==> src/rtl/sdcard_pkg.sv <==
// Shared definitions for the SD-card SPI transfer engine and its CRC unit.
// Mode encodings select single exchange, burst write, response poll or token-wait read.
// Holds the CRC-CCITT polynomial and the engine state encoding.
package sdcard_pkg;

  localparam logic [1:0] MODE_SINGLE   = 2'd0;
  localparam logic [1:0] MODE_BURST_WR = 2'd1;
  localparam logic [1:0] MODE_POLL     = 2'd2;
  localparam logic [1:0] MODE_TOKEN_RD = 2'd3;

  localparam logic [15:0] CRC16_POLY = 16'h1021;

  typedef enum logic [1:0] {
    ST_IDLE = 2'd0,
    ST_POLL = 2'd1,
    ST_XFER = 2'd2
  } state_t;

endpackage

==> src/rtl/sdcard_crc16.sv <==
// Bit-serial CRC-CCITT (x^16+x^12+x^5+1, init 0), one bit per enabled cycle.
// Latency: crc_o reflects an accepted bit one clk cycle after en_i.
// No backpressure: every enabled cycle consumes bit_i; clear_i has priority.
module sdcard_crc16
  import sdcard_pkg::*;
(
  input  logic        clk,
  input  logic        rst,
  input  logic        clear_i,
  input  logic        en_i,
  input  logic        bit_i,
  output logic [15:0] crc_o
);

  logic [15:0] crc_q;
  logic [15:0] crc_d;
  logic        fb;

  assign fb    = crc_q[15] ^ bit_i;
  assign crc_o = crc_q;

  // Next CRC value: clear wins, otherwise shift in one bit when enabled.
  always_comb begin
    crc_d = crc_q;
    if (clear_i) begin
      crc_d = '0;
    end else if (en_i) begin
      crc_d = {crc_q[14:0], 1'b0} ^ (fb ? CRC16_POLY : 16'h0000);
    end
  end

  // CRC register.
  always_ff @(posedge clk or posedge rst) begin
    if (rst) begin
      crc_q <= '0;
    end else begin
      crc_q <= crc_d;
    end
  end

endmodule

==> src/rtl/sdcard_spi_xfer.sv <==
// SD-card SPI mode-0 transfer engine: single word, burst write, response poll, token-wait read.
// Latency: first SCLK rise max(divider,1) clk cycles after start; rx_valid on the word's last falling edge.
// Upstream must present the next tx word within one word time of tx_req; no other backpressure.
module sdcard_spi_xfer
  import sdcard_pkg::*;
#(
  parameter int DATA_W = 8,
  parameter int DIV_W  = 8,
  parameter int CNT_W  = 10,
  parameter int POLL_W = 16
) (
  input  logic              clk,
  input  logic              rst,
  output logic              sclk,
  output logic              mosi,
  input  logic              miso,
  input  logic [DIV_W-1:0]  divider,
  input  logic [1:0]        mode,
  input  logic [CNT_W-1:0]  count,
  input  logic [POLL_W-1:0] poll_max,
  input  logic [DATA_W-1:0] tx_data,
  input  logic              start,
  input  logic              abort,
  output logic              tx_req,
  output logic [DATA_W-1:0] rx_data,
  output logic              rx_valid,
  output logic              busy,
  output logic              finished,
  output logic              timeout,
  output logic [15:0]       crc16,
  output logic              crc_bit,
  output logic              crc_strobe
);

  localparam int BIT_W = $clog2(DATA_W);
  localparam logic [BIT_W-1:0] BIT_LAST = BIT_W'(DATA_W - 1);

  state_t            state_q, state_d;
  logic [1:0]        mode_q, mode_d;
  logic [CNT_W-1:0]  count_q, count_d;
  logic [POLL_W-1:0] poll_max_q, poll_max_d;
  logic [DIV_W-1:0]  div_cnt_q, div_cnt_d;
  logic              sclk_q, sclk_d;
  logic              mosi_q, mosi_d;
  logic              miso_q, miso_d;
  // tx_sr holds the bits still to be sent after the one on mosi.
  logic [DATA_W-2:0] tx_sr_q, tx_sr_d;
  // rx_sr holds the most recent DATA_W-1 received bits; the current bit completes the word.
  logic [DATA_W-2:0] rx_sr_q, rx_sr_d;
  logic [BIT_W-1:0]  bit_cnt_q, bit_cnt_d;
  logic [CNT_W-1:0]  word_cnt_q, word_cnt_d;
  logic [POLL_W-1:0] poll_cnt_q, poll_cnt_d;
  logic [DATA_W-1:0] rx_data_q, rx_data_d;
  logic              timeout_q, timeout_d;
  logic              crc_bit_q, crc_bit_d;
  logic              tx_req_q, tx_req_d;
  logic              rx_valid_q, rx_valid_d;
  logic              finished_q, finished_d;
  logic              crc_strobe_q, crc_strobe_d;

  logic              crc_clr, crc_en, crc_in;
  logic [DIV_W-1:0]  div_eff;
  logic              sclk_tick;
  logic [DATA_W-1:0] rx_word;
  logic              poll_last;
  logic              word_done;
  logic              more_words;
  logic              data_bit;

  // A zero divider behaves as one; compare with >= so a shrinking divider still ends the half-period.
  assign div_eff    = (divider == '0) ? DIV_W'(1) : divider;
  assign sclk_tick  = (div_cnt_q >= (div_eff - DIV_W'(1)));
  assign rx_word    = {rx_sr_q, miso_q};
  assign poll_last  = (poll_cnt_q == poll_max_q);
  assign word_done  = (bit_cnt_q == BIT_LAST);
  assign more_words = (mode_q != MODE_SINGLE) && (word_cnt_q != count_q);
  // Write modes expose the transmitted bit, read modes the received bit.
  assign data_bit   = mode_q[1] ? miso_q : mosi_q;

  assign sclk       = sclk_q;
  assign mosi       = mosi_q;
  assign busy       = (state_q != ST_IDLE);
  assign rx_data    = rx_data_q;
  assign timeout    = timeout_q;
  assign tx_req     = tx_req_q;
  assign rx_valid   = rx_valid_q;
  assign finished   = finished_q;
  assign crc_bit    = crc_bit_q;
  assign crc_strobe = crc_strobe_q;

  // Next-state and datapath: SCLK divider, bit shifting, word/poll accounting.
  always_comb begin
    state_d      = state_q;
    mode_d       = mode_q;
    count_d      = count_q;
    poll_max_d   = poll_max_q;
    div_cnt_d    = div_cnt_q;
    sclk_d       = sclk_q;
    mosi_d       = mosi_q;
    miso_d       = miso_q;
    tx_sr_d      = tx_sr_q;
    rx_sr_d      = rx_sr_q;
    bit_cnt_d    = bit_cnt_q;
    word_cnt_d   = word_cnt_q;
    poll_cnt_d   = poll_cnt_q;
    rx_data_d    = rx_data_q;
    timeout_d    = timeout_q;
    crc_bit_d    = crc_bit_q;
    tx_req_d     = 1'b0;
    rx_valid_d   = 1'b0;
    finished_d   = 1'b0;
    crc_strobe_d = 1'b0;
    crc_clr      = 1'b0;
    crc_en       = 1'b0;
    crc_in       = 1'b0;

    case (state_q)
      ST_IDLE: begin
        sclk_d    = 1'b0;
        mosi_d    = 1'b1;
        div_cnt_d = '0;
        if (start && !abort) begin
          mode_d     = mode;
          count_d    = count;
          poll_max_d = poll_max;
          timeout_d  = 1'b0;
          crc_clr    = 1'b1;
          rx_sr_d    = '1;
          bit_cnt_d  = '0;
          word_cnt_d = '0;
          poll_cnt_d = '0;
          if (!mode[1]) begin
            tx_sr_d  = tx_data[DATA_W-2:0];
            mosi_d   = tx_data[DATA_W-1];
            tx_req_d = 1'b1;
            state_d  = ST_XFER;
          end else begin
            tx_sr_d = '1;
            state_d = ST_POLL;
          end
        end
      end

      ST_POLL, ST_XFER: begin
        if (abort) begin
          state_d   = ST_IDLE;
          sclk_d    = 1'b0;
          mosi_d    = 1'b1;
          div_cnt_d = '0;
        end else if (!sclk_tick) begin
          div_cnt_d = div_cnt_q + DIV_W'(1);
        end else begin
          div_cnt_d = '0;
          sclk_d    = ~sclk_q;
          if (!sclk_q) begin
            // Rising edge: sample the card.
            miso_d = miso;
          end else begin
            // Falling edge: shift in the sampled bit and move on.
            rx_sr_d = rx_word[DATA_W-2:0];
            if (state_q == ST_POLL) begin
              poll_cnt_d = poll_cnt_q + POLL_W'(1);
              if (mode_q == MODE_POLL) begin
                crc_strobe_d = 1'b1;
                crc_bit_d    = miso_q;
              end
              if (mode_q == MODE_POLL && !rx_word[DATA_W-1]) begin
                rx_data_d  = rx_word;
                rx_valid_d = 1'b1;
                finished_d = 1'b1;
                mosi_d     = 1'b1;
                state_d    = ST_IDLE;
              end else if (mode_q == MODE_TOKEN_RD && !miso_q) begin
                // Start token seen: data words follow immediately.
                bit_cnt_d  = '0;
                word_cnt_d = '0;
                tx_sr_d    = '1;
                mosi_d     = 1'b1;
                state_d    = ST_XFER;
              end else if (poll_last) begin
                timeout_d  = 1'b1;
                rx_data_d  = rx_word;
                finished_d = 1'b1;
                mosi_d     = 1'b1;
                state_d    = ST_IDLE;
              end
            end else begin
              crc_strobe_d = 1'b1;
              crc_bit_d    = data_bit;
              crc_en       = (mode_q == MODE_BURST_WR) || (mode_q == MODE_TOKEN_RD);
              crc_in       = data_bit;
              mosi_d       = tx_sr_q[DATA_W-2];
              tx_sr_d      = {tx_sr_q[DATA_W-3:0], 1'b1};
              if (!word_done) begin
                bit_cnt_d = bit_cnt_q + BIT_W'(1);
              end else begin
                bit_cnt_d  = '0;
                rx_data_d  = rx_word;
                rx_valid_d = 1'b1;
                if (more_words) begin
                  word_cnt_d = word_cnt_q + CNT_W'(1);
                  if (mode_q == MODE_BURST_WR) begin
                    tx_sr_d  = tx_data[DATA_W-2:0];
                    mosi_d   = tx_data[DATA_W-1];
                    tx_req_d = 1'b1;
                  end else begin
                    tx_sr_d = '1;
                    mosi_d  = 1'b1;
                  end
                end else begin
                  finished_d = 1'b1;
                  mosi_d     = 1'b1;
                  state_d    = ST_IDLE;
                end
              end
            end
          end
        end
      end

      default: begin
        state_d = ST_IDLE;
        sclk_d  = 1'b0;
        mosi_d  = 1'b1;
      end
    endcase
  end

  // State and datapath registers; reset leaves the bus idle (SCLK low, MOSI high).
  always_ff @(posedge clk or posedge rst) begin
    if (rst) begin
      state_q      <= ST_IDLE;
      mode_q       <= MODE_SINGLE;
      count_q      <= '0;
      poll_max_q   <= '0;
      div_cnt_q    <= '0;
      sclk_q       <= 1'b0;
      mosi_q       <= 1'b1;
      miso_q       <= 1'b1;
      tx_sr_q      <= '1;
      rx_sr_q      <= '1;
      bit_cnt_q    <= '0;
      word_cnt_q   <= '0;
      poll_cnt_q   <= '0;
      rx_data_q    <= '0;
      timeout_q    <= 1'b0;
      crc_bit_q    <= 1'b0;
      tx_req_q     <= 1'b0;
      rx_valid_q   <= 1'b0;
      finished_q   <= 1'b0;
      crc_strobe_q <= 1'b0;
    end else begin
      state_q      <= state_d;
      mode_q       <= mode_d;
      count_q      <= count_d;
      poll_max_q   <= poll_max_d;
      div_cnt_q    <= div_cnt_d;
      sclk_q       <= sclk_d;
      mosi_q       <= mosi_d;
      miso_q       <= miso_d;
      tx_sr_q      <= tx_sr_d;
      rx_sr_q      <= rx_sr_d;
      bit_cnt_q    <= bit_cnt_d;
      word_cnt_q   <= word_cnt_d;
      poll_cnt_q   <= poll_cnt_d;
      rx_data_q    <= rx_data_d;
      timeout_q    <= timeout_d;
      crc_bit_q    <= crc_bit_d;
      tx_req_q     <= tx_req_d;
      rx_valid_q   <= rx_valid_d;
      finished_q   <= finished_d;
      crc_strobe_q <= crc_strobe_d;
    end
  end

  // CRC16 over data-phase bits of burst transfers.
  sdcard_crc16 u_crc16 (
    .clk     (clk),
    .rst     (rst),
    .clear_i (crc_clr),
    .en_i    (crc_en),
    .bit_i   (crc_in),
    .crc_o   (crc16)
  );

endmodule

==> config.mk <==
export PLATFORM = sky130hd
export DESIGN_NAME = sdcard_spi_xfer
export DESIGN_NICKNAME = d
export VERILOG_FILES = /design/src/rtl/sdcard_pkg.sv /design/src/rtl/sdcard_crc16.sv /design/src/rtl/sdcard_spi_xfer.sv
export SDC_FILE = /design/constraint.sdc
export NUM_CORES = 1
export LEC_CHECK = 0
export BUFFER_PORTS_ARGS = -buffer_cell sky130_fd_sc_hd__buf_2
export CORE_MARGIN = 2
export CORE_UTILIZATION = 55
export CTS_CLUSTER_DIAMETER = 100
export DETAILED_ROUTE_END_ITERATION = 12
export GPL_TIMING_DRIVEN = 0
export PLACE_DENSITY = 0.77
export SLEW_MARGIN = 10
export SYNTH_ARGS = -nofsm -noshare
export SYNTH_HDL_FRONTEND = slang
export SYNTH_SLANG_ARGS = --single-unit
==> constraint.sdc <==
create_clock -name clk -period 6.1 [get_ports clk]
set_input_delay 0.61 -clock clk [delete_from_list [all_inputs] [get_ports clk]]
set_output_delay 0.61 -clock clk [all_outputs]
set_load 0.05 [all_outputs]
==> reports/metrics.cfg <==
[synthesis]
yosysUniqueCellTypes=51
synth_cells=643
ys_ff_latch=114
synth-edff-count=0
synthFlopType=dfrtp_1
ys_seq_area_share_pct=47.8
syn_nets=710
async_flop_share_pct=100
syn_area_per_cell_um2=9.34
yosys_warnings=0
syn_area_um2=6010

[run_status]
outcome=finished clean

[sta]
max_freq_ghz=0.252
slew_viol_final=0
finalSetupViolCount=0
hold_violations=0
relSlewSlack_pct=37.9
tightest_slew_ns=0.923
fin_crit_ns=3.96
fin_crit_sh_pct=65.0
finClkSkew_ns=0.00691
rsz0062_at_grt=no
setup-tns-final_ns=0

[worst_setup_path]
r2r_cells=9
cp_cell_sequence=buf_2 -> or4_1 -> nor4_1 -> nor2_1 -> ha_1 -> inv_1 -> nor2_1 -> xnor2_1 -> ha_1 -> nand2_1 -> o21ai_0 -> a21o_1 -> clkbuf_1 -> o211ai_1 -> a21oi_1 -> mux2_2
cp-start-kind=input port
endpoint_kind=register
critPathSlowestCell=or4_1
rrSetupSlack_ns=3.10
crit_family=compound AO/OA/AOI/OAI gates
crit_path_max_fanout=10
worstPathArrival_ns=4.37
r2r_end=tx_sr_q[1]
cp.required_ns=6.51
slowest_delay_ns=0.58
crit_type=input port to register
crit_buf_inv=3
r2r_start=state_q[0]

[route]
viasPerCell=5.79
drc=0
ant_nets=0
num_vias=5191
drt_first_pass_iters=5
drtIter0Drc=439
routed_wl_mm=14.8
detail_route.wl_per_cell_um=16.5

[floorplanning]
row_count=38
die_w_um=108
die_y_um=108
io_pins=82
core_area_um2=10700
dieArea_um2=11800
start_util_pct=55.9

[cells_and_area]
diodes=0
area_growth_syn_to_layout_pct=20.9
num-fill-cells=834
finalNonFillerCells=896
final_nets=810
drive_gt1_share_pct=20.4

[placement]
port_buffers=80
place_congestion=0.944
dp_hpwl_mm=10.5
dp.cells=864

[global_route]
grt_pass1_vias=5137
grt_use_total_pct=26.4
grt.overflow.total=0
grt_pass1_wl_mm=24.0
antenna_found_initial=0
grt_max_degree=60

[clock_tree]
clk_path_buf_depth=2
htree_num_levels=4
cts.sinks=114
cts_hold_buf=0
numCtsBuffers=17
cts_tree=built
root_buffer=clkbuf_8
cts_resized=0
cts_setup_buffers=0
clk_latency_ns=0.53
path_clk_slew_ns=0.06

[power]
p_leak_nw=3.54
p_total_mw=3.12
powerDensity_nw_per_um2=431
peakVddDrop_uv=283

[job]
drv_cap=0

[hold_path]
holdCritPathClass=input port to async pin

[cell usage in the layout, fill, tap and decap left out, drive strengths merged, types with 2 or more instances in the layout]
cell type	n
nor4	6
ha	18
o211ai	4
o31ai	15
mux2i	20
nand3b	2
o21bai	2
clkinv	4
a2bb2oi	2
mux2	12
and2	3
nand2	122
dfrtp	98
or4	15
inv	22
bufinv	5
a31oi	5
nand4b	2
a21o	5
xor2	6
xnor2	32
a221oi	3
o21ai	41
nand4	14
clkbuf	41
o22ai	6
nor2	46
nand2b	7
and3	7
or3	12
dfstp	16
nor3	8
buf	90
a21oi	33
nand3	20
[worst max path at each step]
stage	startpoint	endpoint	slack (ns)	depth (start not counted)
3_5_place_dp	divider[2]	state_q[1]	1.65	16
5_1_grt	divider[2]	state_q[1]	1.95	16
4_1_cts	divider[2]	state_q[1]	2.19	16
6_report	divider[2]	state_q[1]	2.14	16
3_3_place_gp	rst	rx_data[1]	1.27	2
2_1_floorplan	divider[2]	state_q[1]	2.42	15
[layer usage]
layer	track usage, %	up-vias	share of wire, %
li1	-	2468	-
met1	34.4	2474	45
met2	41.3	217	47
met3	7.35	32	6.8
met4	11.5	0	1.9
met5	0	-	0
[metrics by stage]
step,util [%],hold WS [ns],setup WS [ns],instance area [um2]
after floorplan,-,0.435,2.42,6010
after global placement,61.2,0.446,1.27,6580
after detailed placement,61.6,0.458,1.65,6610
after CTS,67.5,0.153,2.19,7260
after global routing,67.5,0.182,1.95,7260
final,67.5,0.145,2.14,7260
[layout make-up]
class	count	area, um2	area share, %
clock buffers	22	463	6.38
inverters	22	87.6	1.21
well taps	140	175	2.41
plain buffers	28	125	1.72
multi-input cells	479	2930	40.3
clock inverters	10	181	2.50
flip-flops and latches	114	2870	39.6
repair buffers	81	428	5.90
[cell usage after synthesis, types with 7 or more instances]
library cell / number / area share [%]
a21oi_1: 32 / 2.7
and3_1: 7 / 0.73
buf_2: 7 / 0.58
clkbuf_1: 19 / 1.2
dfrtp_1: 98 / 41
dfstp_2: 16 / 7.0
ha_1: 18 / 3.8
inv_1: 22 / 1.4
mux2_2: 12 / 2.3
mux2i_1: 20 / 3.3
nand2_1: 122 / 7.6
nand3_1: 20 / 1.7
nand4_1: 14 / 1.5
nor2_1: 46 / 2.9
nor3_1: 8 / 0.67
o21ai_0: 40 / 3.3
o31ai_1: 15 / 1.9
or3_1: 12 / 1.2
or4_1: 15 / 1.9
xnor2_1: 32 / 4.7
[power breakdown]
| part | total (mW) | switching [mW] | internal (mW) |
|---|---|---|---|
| combinational | 0.953 | 0.621 | 0.332 |
| sequential | 1.09 | 0.138 | 0.953 |
| clock | 1.08 | 0.344 | 0.735 |
[logic make-up after synthesis]
kind of cell    after synthesis  synth area share, %
fa+ha+maj                    18                 3.75
flops                       114                 47.8
compound gates              124                 12.6
xor+xnor                     38                 5.54
buf+inv                      50                 3.46
mux                          32                 5.58
simple gates                267                 21.3
[registers in the layout, summed over array words and instances (netlist names), 2 cells and up]
signal,count
poll_cnt_q,16
poll_max_q,16
u_crc16.crc_o,16
count_q,10
word_cnt_q,10
div_cnt_q,8
rx_data,8
rx_sr_q,7
tx_sr_q,7
bit_cnt_q,3
mode_q,2
state_q,2
No activity file was read; power rests on OpenSTA's default activity.
